[config.mk]
export PLATFORM = sky130hd
export DESIGN_NAME = status_strobe
export DESIGN_NICKNAME = d
export VERILOG_FILES = /design/src/rtl/status_strobe.sv
export SDC_FILE = /design/constraint.sdc
export NUM_CORES = 1
export LEC_CHECK = 0
export ABC_CLOCK_PERIOD_IN_PS = 2900
export CAP_MARGIN = 10
export CELL_PAD_IN_SITES_DETAIL_PLACEMENT = 0
export CELL_PAD_IN_SITES_GLOBAL_PLACEMENT = 1
export CORE_MARGIN = 4
export CORE_UTILIZATION = 50
export CTS_CLUSTER_SIZE = 14
export DETAILED_ROUTE_END_ITERATION = 6
export DONT_BUFFER_PORTS = 1
export PLACE_DENSITY = 0.85
export RECOVER_POWER = 100
export SLEW_MARGIN = 0
export SYNTH_ARGS = -nofsm -noshare
export SYNTH_HDL_FRONTEND = slang
export SYNTH_SLANG_ARGS = --single-unit
[constraint.sdc]
create_clock -name clk -period 2.9 [get_ports clk]
set_clock_uncertainty 0.2 [all_clocks]
set_input_delay 0.29 -clock clk [delete_from_list [all_inputs] [get_ports clk]]
set_output_delay 0.29 -clock clk [all_outputs]
set_load 0.03 [all_outputs]
[src/rtl/status_strobe.sv]
// rtl/status_strobe.sv - multi-channel GPIO indicator driver (off / on / heartbeat / event pulse-stretch)
// Optional STATUS_STROBE_SYNC_EN: two-flop synchroniser on every event_i bit.
module status_strobe #(
  parameter int CHANNELS    = 4,
  parameter int CNT_W       = 27,
  parameter int HOLD_W      = 24,
  parameter int HOLD_CYCLES = 10_000_000
) (
  input  logic                  clk,
  input  logic                  resetn,
  input  logic [2*CHANNELS-1:0] mode_i,
  input  logic [CHANNELS-1:0]   event_i,
  output logic [CHANNELS-1:0]   strobe,
  output logic                  tick
);

  localparam logic [HOLD_W-1:0] HOLD_RELOAD = HOLD_W'(HOLD_CYCLES - 1);
  localparam logic [CNT_W-1:0]  CNT_MAX     = '1;

  logic [CNT_W-1:0]    r_prescaler;
  logic                r_tick;
  logic                w_heartbeat;
  logic [CHANNELS-1:0] w_event;
  logic [CHANNELS-1:0] r_strobe;

  assign w_heartbeat = r_prescaler[CNT_W-1];

  always_ff @(posedge clk or negedge resetn) begin
    if (!resetn) begin
      r_prescaler <= '0;
      r_tick      <= 1'b0;
    end else begin
      r_prescaler <= r_prescaler + CNT_W'(1);
      r_tick      <= (r_prescaler == CNT_MAX);
    end
  end

`ifdef STATUS_STROBE_SYNC_EN
  logic [CHANNELS-1:0] r_sync1;
  logic [CHANNELS-1:0] r_sync2;

  always_ff @(posedge clk or negedge resetn) begin
    if (!resetn) begin
      r_sync1 <= '0;
      r_sync2 <= '0;
    end else begin
      r_sync1 <= event_i;
      r_sync2 <= r_sync1;
    end
  end

  assign w_event = r_sync2;
`else
  assign w_event = event_i;
`endif

  for (genvar g = 0; g < CHANNELS; g++) begin : g_chan
    logic [HOLD_W-1:0] r_hold;
    logic              w_stretch;
    logic              w_strobe_nxt;

    // Stretch covers the event edge itself plus the remaining hold count.
    assign w_stretch = w_event[g] | (r_hold != '0);

    always_ff @(posedge clk or negedge resetn) begin
      if (!resetn) begin
        r_hold <= '0;
      end else if (w_event[g]) begin
        r_hold <= HOLD_RELOAD;
      end else if (r_hold != '0) begin
        r_hold <= r_hold - HOLD_W'(1);
      end
    end

    always_comb begin
      w_strobe_nxt = 1'b0;
      case (mode_i[2*g +: 2])
        2'b00:   w_strobe_nxt = 1'b0;
        2'b01:   w_strobe_nxt = 1'b1;
        2'b10:   w_strobe_nxt = w_heartbeat;
        default: w_strobe_nxt = w_stretch;
      endcase
    end

    always_ff @(posedge clk or negedge resetn) begin
      if (!resetn) begin
        r_strobe[g] <= 1'b0;
      end else begin
        r_strobe[g] <= w_strobe_nxt;
      end
    end
  end

  assign strobe = r_strobe;
  assign tick   = r_tick;

endmodule

# [Word level (Yosys, flattened, before mapping)]
# Index checks and enable logic that the tools add are counted.
[word_totals] register_bits=128 in_bits=14 out_inout_bits=5 elab_cells=52
[classes] add_sub_neg=5 eq_ne=9 n_mux=12 bitwise_logic=4 n_reduce_logical=12
[ops] cell="$mux W24" count=8
[ops] cell="$reduce_bool A24 Y1" count=4
[ops] cell="$sub A24 B1 Y24 const B" count=4
[ops] cell="$add A27 B1 Y27 const B" count=1
[ops] cell="$eq A27 B27 Y1 const B" count=1
[ops] cell="$pmux W1 S3" count=4
[ops] cell="$eq A2 B1 Y1 const B" count=4
[ops] cell="$eq A2 B2 Y1 const B" count=4
[ops] cell="$logic_not A2 Y1" count=4
[ops] cell="$reduce_bool A2 Y1" count=4
[ops] cell="$or A1 B1 Y1" count=4

# [Depth between registers and ports, before layout]
[logic_depth] ltp_word=3 mapped_depth=8 mapped_depth_nobuf=7

# [Least setup slack after synthesis]
# No wires, ideal clock.
[synth_path] path_kind="flip-flop to flip-flop" from="register g_chan[2].r_hold[15]" to="register g_chan[2].r_hold[9]" setup_ns=0.131 arrival_ns=2.145 required_time_ns=2.569 path_slack_ns=0.424 stages_incl_launch_ff=7 path_buffers=1 synth_period_minus_slack_ns=2.476 cell_sequence="dfrtp_1 -> or4_4 -> or4_1 -> buf_2 -> nor3_4 -> nor3_1 -> or3b_1"
[synth_between] elab_chain_cells=2
[synth_rtl] element="from (decl)" line_no="58" text="logic [HOLD_W-1:0] r_hold;"
[synth_rtl] element="from (signal assigned)" line_no="71" text="r_hold <= r_hold - HOLD_W'(1);"
[synth_rtl] element="$reduce_bool A24 Y1" line_no="70" text="end else if (r_hold != '0) begin"
[synth_rtl] element="$reduce_bool A2 Y1 (no line)"
# Every way passes these cells.
# A chain may end at the register's enable or synchronous reset.

# [Worst setup path in the final report]
[layout_path] from="register g_chan[2].r_hold[14]" to="register r_strobe[2] (netlist: strobe[2])"
[layout_between] elab_chain_cells=3
[layout_rtl] element="$reduce_bool A24 Y1" line_no="63" text="assign w_stretch = w_event[g] | (r_hold != '0);"
[layout_rtl] element="$or A1 B1 Y1" line_no="63"
[layout_rtl] element="$pmux W1 S3" line_no="77" text="case (mode_i[2*g +: 2])"
[layout_rtl] element="net g_chan[2].w_strobe_nxt" line_no="60" text="logic w_strobe_nxt;"
[layout_rtl] element="to (signal, indexed assignment)" line_no="89" text="r_strobe[g] <= w_strobe_nxt;"
[layout_rtl] element="to (decl)" line_no="24" text="logic [CHANNELS-1:0] r_strobe;"
# The timed path passes the listed nets, and every way through them passes these cells.

==> summary by stage <==
Die
For this design the top-level I/O count stands at 19. The die is 123 um wide. The die covers 15000 um2. The area of the core region is 12700 um2. The starting density of the core is 51.5%. The height of the die is 123 um. The placement row count is 41.

Logic synthesis
The number of enable flip-flop cells after synthesis is 0. After synthesis, the share of flip-flops with an asynchronous set or reset is 100%. In the synthesized netlist the dominant register cell turns out to be dfrtp_1. The number of nets in the synthesized netlist is 687.

For this run, the number of Yosys warnings is 0. The synthesized instance count is 664. The mean area per synthesized cell is 9.87 um2.

In this run, distinct cell masters in the synthesized netlist total 53. In this run, synthesis produced a sequential element count of 128. The fraction of the yosys area taken by sequential cells is 48.9%. The cell area that synthesis handed to floorplanning was 6560 um2.

Critical path
On the worst path, the slowest cell contributes a delay of 610 ps. For this design, the slowest cell found on the critical path is or4_1. The worst setup path is captured at a flop. The critical path goes through or4_1 > or4_4 > nor3_4 > a41oi_1 > dlygate4sd3_1. For the worst setup path, the data required time is 2990 ps. The critical path is of the reg -> reg type.

Data on the critical path arrives at its endpoint at 2870 ps. Of all nets on the critical path, the largest fanout is 9. The type of origin of the critical path is a flop.

Timing
The maximum clock frequency is 359 MHz. Hold timing on the final database bottoms out at a slack of -628 ps. Setup repair after global routing left no endpoint under its margin. Headroom to the max-slew limit came out at 32.4%.

Summed over all failing endpoints, the final setup total negative slack is 0 ps. The number of hold-slack violations in the final timing report came to 128. At the pin with the least slew margin, the transition time is 1010 ps. The final clock period utilization by the worst path is 95.9%. The final-report max-slew violation count is 0. Counting I/O delays and the setup requirement, the final critical path takes 2780 ps.

Setup violations remaining at the end of the flow were counted as 0.

Global route
The first global-routing pass estimated 23.3 mm of wire. Entering global routing, the biggest net connects 129 pins. The number of antenna violations at the first check in global routing is 0. The via count of the first global-routing pass came to 5181. For this run, the total global-route usage over all layers was measured as 19.3%. Global routing finished with a remaining overflow of 0.

Clock tree
After clock tree synthesis, the clock-pin slew on the worst setup and hold paths is 50 ps. Buffers inserted during clock tree synthesis total 17. Counting every sink on the clock net gives 128. The number of buffers inserted by post-CTS setup repair is 0. For this design, the CTS-stage hold fixing added 13 buffers. The root buffer cell is clkbuf_16. The deepest level of the CTS H-tree is 4.

The later pin in the worst-skew pair is clocked with a latency of 410 ps. In this run the deepest clock path goes through 2 buffers. TritonCTS built the clock tree.

Layout
The commonest non-fill, non-tap cell in the layout is dfrtp_1. Excluding fillers, the count of instances in the completed layout stands at 868. From synthesis to final layout, the design area changed by 14.2%.

The number of antenna diodes in the final layout is 0. The final layout contains 708 nets. Of the cells placed in the final design, the portion with a size suffix greater than 1 is 7.90%. The top cell types in the final layout, fill and taps aside, are dfrtp_1 (128), nor2_1 (67), xor2_1 (39).

Detailed routing
For this run, design rule violations remaining after detail routing come to 0. The wire length per cell after detailed routing is 15.0 um. The routed design has 13.0 mm of wire. The first-pass detailed-route iteration total is 4. The number of violations reported at the end of detailed-routing iteration 0 is 371. Once detail routing completed, the nets flagged for antenna violations numbered 0. After detailed routing, the number of vias per cell comes to 5.70. For this block, the via count after detailed routing is 4949.

Placement
Input and output buffers added on the ports amount to 0. After legalization and detailed placement, the total HPWL measured 8.41 mm. The congestion estimate from routability-driven global placement came to 0.819. The post-placement cell count is 825.

Power
The static power due to leakage is 2.84 nW. Power spread over the standard cell area amounts to 545 nW/um2. VDD sags by at most 0.000358 V.

Job
The max-capacitance violation count is 0.

Outcome
The checks that failed: hold timing. The run finished, with violations left.

Hold path
The worst hold path class is in -> async.
path summary, 6_finish.rpt:
| check | from | endpoint | slack [ps] | depth (start not counted) |
|---|---|---|---|---|
| max | g_chan[2].r_hold[14] | strobe[2] | 120 | 5 |
| min | resetn | g_chan[1].r_hold[7] | -630 | 0 |
| max reg2reg | g_chan[2].r_hold[14] | strobe[2] | 120 | 5 |
| min reg2reg | r_prescaler[0] | r_prescaler[0] | 260 | 1 |
| max in group asynchronous | resetn | strobe[2] | 2910 | 0 |
| min in group clk | mode_i[3] | strobe[1] | 40 | 3 |
synthesized netlist by cell type, types with 4 or more instances:
cell      number  share of area [%]
dfrtp_1      128                 49
nor2_1        67                3.8
xor2_1        39                5.2
nand2_1       38                2.2
xnor2_1       33                4.4
nor3_1        28                2.1
a21oi_1       26                2.0
nand3_1       24                1.8
nor4_1        24                2.3
clkbuf_1      23                1.3
nand4_1       19                1.8
or3_1         18                1.7
inv_1         17               0.97
o21ai_0       17                1.3
o31ai_1       15                1.7
and3_1        13                1.2
nand2b_1      13                1.2
nor2b_1       11                1.0
or4_1         10                1.1
ha_1           9                1.7
a211oi_1       8               0.92
o211ai_1       7               0.80
a31oi_1        6               0.57
mux2i_1        5               0.76
o31a_1         4               0.53
or2_2          4               0.38
worst max-delay path: cells and delay by family, from the launching register on:
family / cells / cell delay [ps]
compound gates: 1 / 140
buf+inv: 1 / 590
flops: 1 / 400
simple gates: 3 / 1330
sequential cells by signal (all words and copies together), names as in the netlist:
signal	cells
r_prescaler	27
strobe	4
g_chan.r_hold	96
tick	1
repair_timing:
item	in CTS	in global routing
hold endpoints to repair	226	128
gates resized for setup	0	3
endpoints found under the setup margin	0	2
cells by family (layout without fill, tap and decap cells):
family	after synthesis	in the layout	synth area share, %
XOR/XNOR	72	72	9.62
AO/OA/AOI/OAI	102	102	10.5
buffers and inverters	44	76	2.60
adder cells (fa/ha/maj)	9	9	1.72
flip-flops	128	128	48.9
AND/OR/NAND/NOR	301	301	25.5
multiplexers	8	8	1.28
power by group:
group	internal (mW)	leakage, nW	switching, mW	total [mW]
combinational	0.0393	1.05	0.0554	0.0947
sequential	1.80	1.49	0.0190	1.82
clock	1.43	0.296	0.735	2.16
total	3.27	2.84	0.809	4.08
metrics by stage:
| step | area (um2) | setup slack (ps) | util (%) | power [mW] |
|---|---|---|---|---|
| global route | 7490 | 9.64 | 58.9 | 4.23 |
| CTS | 7510 | 51.4 | 59.0 | 4.12 |
| finish | 7490 | 118 | 58.9 | 4.08 |
| floorplan | 6560 | 424 | - | 1.92 |
| global placement | 6790 | 360 | 53.3 | 1.91 |
| detailed placement | 6790 | 330 | 53.3 | 1.92 |
cell type report:
type	count	area (um2)
clock buffer	24	492
clock inverter	6	105
fill	1112	5240
inverter	17	63.8
multi-input combinational	492	3190
sequential	128	3200
tap	172	215
timing repair buffer	29	220
metal layers:
metal,part of all wire (%),vias to the layer above,GRT usage [%]
met5,0,-,0
met4,1.2,0,6.30
met3,3.6,15,5.25
met2,48,76,32.6
met1,47,2411,23.9
li1,-,2447,-
Power figures use the tool's default switching activity.
